==> config.mk <==
export PLATFORM = sky130hd
export DESIGN_NAME = multi_core_search_ctrl
export DESIGN_NICKNAME = d
export VERILOG_FILES = /design/src/rtl/multi_core_search_ctrl.sv
export SDC_FILE = /design/constraint.sdc
export NUM_CORES = 1
export LEC_CHECK = 0
export BUFFER_PORTS_ARGS = -buffer_cell sky130_fd_sc_hd__buf_2
export CORE_MARGIN = 8
export CORE_UTILIZATION = 44
export DETAILED_ROUTE_END_ITERATION = 8
export GPL_ROUTABILITY_DRIVEN = 0
export PLACE_DENSITY = 0.81
export SETUP_SLACK_MARGIN = 0.02
export SLEW_MARGIN = 15
export SYNTH_ARGS = -nofsm -noshare
export SYNTH_HDL_FRONTEND = slang
export SYNTH_SLANG_ARGS = --single-unit
==> constraint.sdc <==
create_clock -name clk -period 1.9 [get_ports clk]
set_clock_uncertainty 0.15 [all_clocks]
set_input_delay 0.38 -clock clk [delete_from_list [all_inputs] [get_ports clk]]
set_output_delay 0.38 -clock clk [all_outputs]
set_load 0.03 [all_outputs]
==> src/rtl/multi_core_search_ctrl.sv <==
// Master controller for the RC4 key-search datapath: launch all cores, watch success/exhaustion, latch winner.
// start edge k -> core_start in cycle k+2; core_success edge m -> winner valid m+1, stop/found from m+2.
// No backpressure: start is only honoured in IDLE/FOUND/EXHAUSTED, ignored while a search is in flight.
module multi_core_search_ctrl #(
   parameter  int NUM_CORES = 4,
   parameter  int KEY_WIDTH = 24,
   localparam int IDX_WIDTH = (NUM_CORES > 1) ? $clog2(NUM_CORES) : 1
) (
   input  logic                           clk,
   input  logic                           reset,
   input  logic                           start,
   input  logic [NUM_CORES-1:0]           core_success,
   input  logic [NUM_CORES-1:0]           core_done,
   input  logic [NUM_CORES*KEY_WIDTH-1:0] core_key,
   output logic [NUM_CORES-1:0]           core_start,
   output logic                           stop,
   output logic                           busy,
   output logic                           found,
   output logic                           not_found,
   output logic [IDX_WIDTH-1:0]           winner_idx,
   output logic [KEY_WIDTH-1:0]           winner_key
);

   typedef enum logic [2:0] {
      IDLE      = 3'd0,
      LAUNCH    = 3'd1,
      RUN       = 3'd2,
      FOUND     = 3'd3,
      EXHAUSTED = 3'd4
   } state_t;

   state_t                 state;
   state_t                 state_nxt;
   logic                   capture;
   logic [NUM_CORES-1:0]   done_mask;
   logic                   hit_any;
   logic [IDX_WIDTH-1:0]   hit_idx;
   logic [KEY_WIDTH-1:0]   hit_key;
   logic                   all_done;

   // Priority pick of the lowest-numbered successful core and its key slice
   always_comb begin
      hit_any = 1'b0;
      hit_idx = '0;
      hit_key = '0;
      for (int i = NUM_CORES - 1; i >= 0; i--) begin
         if (core_success[i]) begin
            hit_any = 1'b1;
            hit_idx = IDX_WIDTH'(i);
            hit_key = core_key[i*KEY_WIDTH +: KEY_WIDTH];
         end
      end
   end

   // Include this cycle's done flags so a final pulse completes the mask immediately
   assign all_done = &(done_mask | core_done);

   // Next-state logic; success has priority over exhaustion in the same cycle
   always_comb begin
      state_nxt = state;
      capture   = 1'b0;
      case (state)
         IDLE: begin
            if (start) state_nxt = LAUNCH;
         end
         LAUNCH: begin
            state_nxt = RUN;
         end
         RUN: begin
            if (hit_any) begin
               state_nxt = FOUND;
               capture   = 1'b1;
            end else if (all_done) begin
               state_nxt = EXHAUSTED;
            end
         end
         FOUND, EXHAUSTED: begin
            if (start) state_nxt = LAUNCH;
         end
         default: begin
            state_nxt = IDLE;
         end
      endcase
   end

   // State register
   always_ff @(posedge clk or negedge reset) begin
      if (!reset) state <= IDLE;
      else        state <= state_nxt;
   end

   // Sticky per-core exhaustion mask, cleared on every launch
   always_ff @(posedge clk or negedge reset) begin
      if (!reset)               done_mask <= '0;
      else if (state == LAUNCH) done_mask <= '0;
      else if (state == RUN)    done_mask <= done_mask | core_done;
   end

   // Winner registers load only on the RUN->FOUND edge and are otherwise frozen
   always_ff @(posedge clk or negedge reset) begin
      if (!reset) begin
         winner_idx <= '0;
         winner_key <= '0;
      end else if (capture) begin
         winner_idx <= hit_idx;
         winner_key <= hit_key;
      end
   end

   // Status outputs are decoded from the current state and registered, lagging it by one cycle
   always_ff @(posedge clk or negedge reset) begin
      if (!reset) begin
         core_start <= '0;
         busy       <= 1'b0;
         stop       <= 1'b0;
         found      <= 1'b0;
         not_found  <= 1'b0;
      end else begin
         core_start <= (state == LAUNCH) ? '1 : '0;
         busy       <= (state == LAUNCH) || (state == RUN);
         stop       <= (state == FOUND) || (state == EXHAUSTED);
         found      <= (state == FOUND);
         not_found  <= (state == EXHAUSTED);
      end
   end

endmodule

# Yosys cells after proc, flatten, opt, wreduce, memory -nomap -nowiden
# Index checks and enable logic that the tools add are counted.
[totals] wordCells=44 ff_bits=41 out_inout_bits=34
[classes] n_bitwise=1 n_mux=21 n_eq_ne=6 reduce_logical=7
[op_table] op="$mux 24" n=4
[op_table] op="$mux 4" n=3
[op_table] op="$mux 3" n=3
[op_table] op="$pmux 3 s3" n=1
[op_table] op="$mux 2" n=4
[op_table] op="$eq 3x2->1 const B" n=2
[op_table] op="$mux 1" n=6
[op_table] op="$or 4x4->4" n=1
[op_table] op="$reduce_and 4->1" n=1
[op_table] op="$eq 3x1->1 const B" n=1
[op_table] op="$eq 3x3->1 const B" n=1
[op_table] op="$logic_not 3->1" n=1
[op_table] op="$ne 3x3->1 const B" n=1
[op_table] op="$reduce_or 3->1" n=1
[op_table] op="$logic_or 1x1->1" n=2
[op_table] op="$ne 2x1->1 const B" n=1
[op_table] op="$reduce_and 2->1" n=1
[op_table] op="$reduce_bool 2->1" n=1

# Depth between registers and ports, before layout
# Gate-level depths: netlist (run 1).
[depth] depth_word=6 ltp_mapped=7 mapped_depth_nobuf=3

# Worst setup path after synthesis (run 1)
# No wires, ideal clock.
[synth_path] path_type="input to register" startpoint="input port core_success[0]" endpoint="register winner_key[14]" setup_time_ns=0.082 cell_stages=7 arrival_time_ns=1.659 path_slack_ns=0.009 n_path_buf=4 required_time_ns=1.668 cell_sequence="clkbuf_2 > or4_4 > buf_6 > and2_4 > buf_6 > buf_6 > a31oi_1"
[synth_via] elab_chain_cells=3 elab_cells_between_ends=4 classes_between="mux (4)"
[synth_rtl] element="from (decl)" line_no="12" text="input logic [NUM_CORES-1:0] core_success,"
[synth_rtl] element="$mux 1" line_no="47" text="if (core_success[i]) begin"
[synth_rtl] element="$mux 1" line_no="70" text="if (hit_any) begin"
[synth_rtl] element="$mux 1" line_no="62" text="case (state)"
[synth_rtl] element="to (signal assigned)" line_no="106" text="winner_key <= hit_key;"
[synth_rtl] element="to (decl)" line_no="21" text="output logic [KEY_WIDTH-1:0] winner_key"
# Parallel ways exist; a longest one is shown, timed or not.
# A chain may end at the register's enable or synchronous reset.

# Worst setup path in the final report (run 1)
[layout_path] startpoint="register state[0]" endpoint="register winner_key[9]"
[layout_via] elab_chain_cells=2
[layout_rtl] element="from (decl)" line_no="32" text="state_t state;"
[layout_rtl] element="from (signal assigned)" line_no="89" text="else state <= state_nxt;"
[layout_rtl] element="$eq 3x2->1" line_no="62"
[layout_rtl] element="$mux 1" line_no="62"
# Every way passes these cells.

==> impl_metrics.csv, run 1 <==
group,metric,value,unit
run_status,status,"completed",
worst_setup_path,cp.arrival,1.66,ns
final_layout,final_common_cell,"buf_2",
final_layout,mostFrequentLayoutCells,"buf_2, a21oi_1, dfrtp_1",
sta,max_slew_margin,67.8,%
route,post_drt_wl_per_cell,16.2,µm
die,row_count,26,
sta,hold_viol_final,0,
synth,syn-cell-area,2330,µm²
flow_run,maxCapViolations,0,
place,io_buffers,140,
final_layout,utilization,62.2,%
sta,maxSlewViolCount,0,
clock_tree,cts.sinks,38,
die,core,5110,µm²
route,drt_iter0_drc,91,
worst_setup_path,ff2ff_setup_slack,0.29,ns
power_and_ir_drop,switchingPower,0.00196,W
final_layout,final_layout_size_suffix_gt1_share,40.3,%
synth,seq_area_frac_synth,40.8,%
die,pin_count,141,
die,die_h,88.8,µm
worst_setup_path,reg2reg_from,"state[0]",
sta,fmax,622,MHz
worst_setup_path,cp_data_required_time,1.96,ns
synth,avgSynthCellArea,8.44,µm²
sta,tightest_slew,0.483,ns
clock_tree,cts_setup_buffers,0,
worst_setup_path,r2r_cells,4,
clock_tree,cts_root_buf,"clkbuf_8",
worst_setup_path,startpoint,"state[0]",
route,wl,7680,µm
power_and_ir_drop,p_per_area,1350,nW/µm²
sta,setup_tns,0,ns
route,drtPass1Iterations,4,
power_and_ir_drop,swShare,45.6,%
global_routing,grt_first_pass_wirelength,11700,µm
global_routing,grt_pass1_vias,2583,
synth,synth-seq-cells,38,
sta,fin_hold_ws,0.142,ns
place,dp_hpwl,5860,µm
route,via_count,2549,
route,drc_errors,0,
clock_tree,h-tree-depth,2,
sta,grt_setup_unrepaired,"no",
power_and_ir_drop,vdd_drop_max,628,µV
power_and_ir_drop,combPwrFrac,51.7,%
die,fp.dieW,88.8,µm
synth,synth_nets,383,
route,viasPerCell,5.38,
worst_setup_path,critPathMaxFanout,24,
power_and_ir_drop,p_total,0.00429,W
global_routing,overflow,0,
final_layout,nNetsFinal,510,
sta,period_minus_slack,1.61,ns
final_layout,syn_to_final_growth,36.3,%
worst_setup_path,cp-start-kind,"flop",
synth,synth.distinct_cells,29,
power_and_ir_drop,power_frac_seq,32.7,%
sta,finalCritPeriodShare,84.6,%
die,die_area,7880,µm²
power_and_ir_drop,leakagePower,1.59,nW
synth,ys.warnings.count,0,
clock_tree,clk_pin_slew_worst_paths,0.08,ns
global_routing,antenna_found_initial,0,
global_routing,grt_use_total,18.8,%
die,start_util,45.6,%
clock_tree,clockBufferDepth,2,
worst_setup_path,cp-end-kind,"flop",
route,ant_nets,0,
clock_tree,cts_tree,"built",
min_path,hold_start,"start",
power_and_ir_drop,cell_internal_pwr,0.00233,W
sta,final-setup-viol-count,0,
final_layout,antenna_cells,0,
worst_setup_path,worstReg2RegEnd,"winner_key[9]",
min_path,hp-class,"primary input to flop",
synth,synthCells,276,
worst_setup_path,worstSetupPathType,"flop to flop",
clock_tree,cts_made_buffers,5,
worst_setup_path,crit_path_end,"winner_key[9]",
clock_tree,clock_latency,0.29,ns
global_routing,grt_max_degree,51,
power_and_ir_drop,pwr-share-clk,15.6,%
final_layout,fillers,456,
[cells in the mapped netlist, drive strengths merged]
master   number  share of area [%]
o21a          2               0.64
o31ai         1               0.32
a21oi        53                 11
a221o        24                 10
nor2b         3               0.81
or4           1               0.48
nand3b       24                7.7
o21ai         2               0.43
nor3          1               0.21
o221a         1               0.48
a31oi        24                6.7
dfrtp        38                 41
nor3b         1               0.54
nand2        31                5.0
o22ai         2               0.54
inv          25                4.0
buf           9                3.3
o2bb2ai       1               0.38
and2          2               0.64
nor2          6               0.97
clkbuf       23                3.8
or2           1               0.27
nand2b        1               0.27
[stage by stage]
| step | instances | instance area [µm²] | setup WS, ns |
|---|---|---|---|
| finish | 474 | 3170 | 0.293 |
| global route | 474 | 3170 | 0.205 |
| CTS | 474 | 3170 | 0.291 |
| detailed placement | 465 | 3060 | 0.0927 |
| global placement | 465 | 3060 | 0.116 |
| floorplan | 276 | 2340 | 0.00901 |
[layout make-up]
class / count / area (µm²) / area share, %
inverter: 25 / 93.8 / 2.96
timing repair buffer: 152 / 806 / 25.4
multi-input combinational: 181 / 1130 / 35.5
tap: 70 / 87.6 / 2.76
sequential: 38 / 951 / 30.0
clock inverter: 3 / 40.0 / 1.26
clock buffer: 5 / 68.8 / 2.17
[sequential cells by signal, summed over array words and instances, names as in the netlist]
name	flops
busy	1
stop	1
done_mask	4
not_found	1
winner_idx	2
winner_key	24
core_start	1
found	1
state	3
[cells by family after synthesis]
logic type	count (synthesis)	synth area share, %
compound gates	110	31.2
buf+inv	57	11.1
flops	38	40.8
simple gates	71	16.9
[critical path, stage by stage (launching register included)]
cell and delay, ns:
dfrtp_1 0.44, nor3b_4 0.32, buf_4 0.33, a21oi_1 0.11
a31oi_1 0.17
[power groups by stage]
stage / logic [W] / clock network (W) / registers, W
finish: 0.00222 / 0.000667 / 0.00140
global route: 0.00238 / 0.000715 / 0.00144
CTS: 0.00224 / 0.000684 / 0.00140
detailed placement: 0.00224 / 0 / 0.00141
global placement: 0.00218 / 0 / 0.00140
floorplan: 0.000951 / 0 / 0.00202
[routing by layer]
metal / share of wire, % / global-route usage [%] / wire length [µm]
met1: 38 / 21.2 / 2930
met2: 52 / 32.3 / 3970
met3: 8.6 / 5.66 / 660
met4: 1.5 / 7.53 / 118
met5: 0 / 0 / 0
[how the worst min path moves through the flow]
stage                     to  slack, ns  depth (start not counted)
6_report            state[2]       0.14                          2
4_1_cts             state[2]       0.14                          2
3_3_place_gp   winner_key[1]       0.16                          1
2_1_floorplan           busy      -0.07                          0
3_5_place_dp   winner_key[1]       0.17                          1
5_1_grt             state[2]       0.15                          2
[timing repair]
action | 4_1_cts | 5_1_grt
hold buffers | 1 | 0
gates resized for setup | 0 | 0
hold endpoints to repair | 16 | 0
No activity file was read; power rests on OpenSTA's default activity.
==> inputs of run 2 (changes only) <==
Settings changed: ABC_AREA from default to 1, PLACE_DENSITY 0.81 to 0.8.
Clock period 1.9 ns to 1.6 ns, I/O delays scaled along.
==> run 2 against run 1 <==
Effect of this change:
- critical path depth rose by 3
- setup slack got worse by 0.16 ns
- flip-flop and latch count did not move
- critical path type unchanged
- global-route usage rose by 0.59 points
- largest power group unchanged
- routed wire length rose by 4.8%
==> impl_metrics.csv, run 2 <==
group,metric,value,unit
run_status,status,"completed",
sta,max_slew_margin,69.9,%
power_and_ir_drop,p_per_area,1580,nW/µm²
final_layout,final_layout_size_suffix_gt1_share,33.8,%
synth,yosysTopAreaCell,"dfrtp_1",
flow_run,maxCapViolations,0,
clock_tree,cts.sinks,38,
synth,syn-cell-area,2440,µm²
global_routing,grt_pass1_vias,2903,
worst_setup_path,crit_slowest_cell,"dfrtp_1",
global_routing,overflow,0,
clock_tree,cts_setup_buffers,0,
worst_setup_path,worstReg2RegEnd,"winner_key[20]",
final_layout,utilization,61.2,%
clock_tree,cts_tree,"built",
sta,period_minus_slack,1.46,ns
worst_setup_path,cp-start-kind,"flop",
clock_tree,clk_pin_slew_worst_paths,0.07,ns
synth,async_flop_share,100,%
synth,synthFlopType,"dfrtp_1",
final_layout,top_regs,"winner_key: 24 flops, done_mask: 4 flops, state: 3 flops",
die,core,5440,µm²
worst_setup_path,cp_data_required_time,1.62,ns
power_and_ir_drop,pwr-share-clk,15.1,%
worst_setup_path,reg2reg_from,"state[1]",
die,die_area,8190,µm²
global_routing,grt_max_degree,35,
final_layout,nNetsFinal,627,
sta,hold_viol_final,0,
die,pin_count,141,
final_layout,antenna_cells,0,
power_and_ir_drop,power_frac_seq,31.9,%
final_layout,final_common_cell,"nand2_1",
route,drc_errors,0,
die,start_util,44.9,%
route,drt_iter0_drc,114,
synth,ys.warnings.count,0,
synth,synth_nets,492,
synth,synth-seq-cells,38,
power_and_ir_drop,combPwrFrac,53.0,%
die,fp.dieW,90.5,µm
sta,final-setup-viol-count,0,
min_path,hp-class,"primary input to flop",
place,dp_hpwl,6370,µm
worst_setup_path,worstSetupPathType,"flop to flop",
worst_setup_path,r2r_cells,7,
clock_tree,clockBufferDepth,2,
clock_tree,cts_root_buf,"clkbuf_8",
synth,synth_top_area_share,38.9,%
route,wl,8050,µm
worst_setup_path,cp_cell_sequence,"nand3_4 > clkinv_2 > nand2_4 > buf_12 > nor2_1 > nand2_1 > nand2_1",
worst_setup_path,cp.arrival,1.49,ns
synth,seq_area_frac_synth,38.9,%
power_and_ir_drop,vdd_drop_max,955,µV
synth,synth.distinct_cells,21,
sta,setup_tns,0,ns
synth,yosysMostFrequentCell,"nand2_1",
route,drtPass1Iterations,4,
sta,grt_setup_unrepaired,"no",
worst_setup_path,cp_slowest_stage_delay,0.47,ns
route,route.top_layer_used,"met4",
synth,synth_edf_count,0,
synth,synthTopCellsByCount,"nand2_1, nor2_1, dfrtp_1, a21oi_1, nor2_2",
synth,avgSynthCellArea,6.35,µm²
clock_tree,cts_made_buffers,5,
power_and_ir_drop,leakagePower,1.98,nW
worst_setup_path,critPathMaxFanout,34,
place,io_buffers,140,
route,dr_wl_met2,3940,µm
sta,tightest_slew,0.450,ns
route,met1Wirelength,3240,µm
route,post_drt_wl_per_cell,13.6,µm
final_layout,regMostFlops,"winner_key",
final_layout,mostFrequentLayoutCells,"nand2_1, buf_2, nor2_1",
power_and_ir_drop,cell_internal_pwr,0.00279,W
worst_setup_path,cp-end-kind,"flop",
sta,finalCritPeriodShare,91.4,%
worst_setup_path,cp_common_cell,"nand2_1",
clock_tree,clock_latency,0.28,ns
route,met3WireLength,684,µm
synth,synth_area_leaders,"dfrtp_1, nand2_1, nor2_1",
final_layout,syn_to_final_growth,36.3,%
route,ant_nets,0,
global_routing,antenna_found_initial,0,
power_and_ir_drop,swShare,46.9,%
die,row_count,27,
sta,fmax,684,MHz
min_path,hold_end,"done_mask[0]",
power_and_ir_drop,switchingPower,0.00247,W
clock_tree,h-tree-depth,2,
min_path,hold_start,"core_done[0]",
synth,synthCells,385,
final_layout,largest_reg_flops,24,
worst_setup_path,ff2ff_setup_slack,0.14,ns
route,viasPerCell,4.84,
sta,maxSlewViolCount,0,
global_routing,grt_first_pass_wirelength,13300,µm
die,die_h,90.5,µm
min_path,min_path_cells,3,
route,via_count,2871,
global_routing,grt_use_total,19.4,%
[run 2: cell count changes after synthesis, moves of 11 or more]
cell      previous run  this run
a21oi_1             53        25
clkbuf_1            22         7
nand2_1             31       206
inv_1               25         6
a31oi_1             23         0
nor2_2               0        12
a221o_1             24         0
o21ai_0              0        11
nor2_1               6        48
nand3b_1            24         0
[run 2: cell families (layout without fill, tap and decap cells)]
logic type,count (synthesis),count (layout),share of synthesized area [%]
AND/OR/NAND/NOR,276,276,45.3
AO/OA/AOI/OAI,38,38,7.94
flip-flops,38,38,38.9
buffers and inverters,33,169,7.83
[run 2: through the flow]
stage | power (W) | std cells | setup WS (ns) | area, µm² | hold slack [ns]
5_1_grt | 0.00565 | 593 | 0.0236 | 3330 | 0.178
4_1_cts | 0.00533 | 593 | 0.112 | 3330 | 0.168
3_3_place_gp | 0.00441 | 584 | 0.171 | 3210 | 0.124
6_report | 0.00526 | 593 | 0.137 | 3330 | 0.172
3_5_place_dp | 0.00450 | 584 | 0.101 | 3210 | 0.133
2_1_floorplan | 0.00366 | 385 | 0.266 | 2440 | -0.126
[run 2: area by class of cell]
cell class	instances	area [µm²]
multi-input cells	314	1300
clock buffers	7	76.3
repair buffers	152	843
inverters	9	37.5
fillers	534	2110
flip-flops and latches	38	951
clock inverters	1	30.0
well taps	72	90.1
[run 2: layer usage]
layer | global-route usage [%] | up-vias
li1 | - | 1449
met1 | 22.3 | 1247
met2 | 32.9 | 157
met3 | 6.07 | 18
met4 | 7.21 | 0
met5 | 0 | -
[run 2: critical path: cells and delay by family (launching register included)]
kind,cells,cell delay (ns)
flip-flops,1,0.47
AND/OR/NAND/NOR,5,0.43
buffers and inverters,2,0.30
[run 2: timing repair]
item,CTS,global route
gates resized for setup,0,1
endpoints found under the hold margin,16,0
endpoints found under the setup margin,0,14
hold buffers,1,0
[run 2: worst max-delay path by stage]
stage | depth (start not counted) | to | slack, ns | start
floorplan | 8 | winner_key[0] | 0.27 | state[2]
global placement | 8 | winner_key[21] | 0.17 | core_success[2]
detailed placement | 8 | winner_key[15] | 0.10 | core_success[2]
CTS | 8 | winner_key[21] | 0.11 | state[0]
global route | 7 | winner_key[14] | 0.02 | state[1]
finish | 7 | winner_key[20] | 0.14 | state[1]
[run 2: power groups by stage]
stage / registers (W) / clock network, W / logic, W
floorplan: 0.00239 / 0 / 0.00127
global placement: 0.00167 / 0 / 0.00274
detailed placement: 0.00168 / 0 / 0.00282
CTS: 0.00168 / 0.000823 / 0.00283
global route: 0.00173 / 0.000855 / 0.00307
finish: 0.00168 / 0.000793 / 0.00279
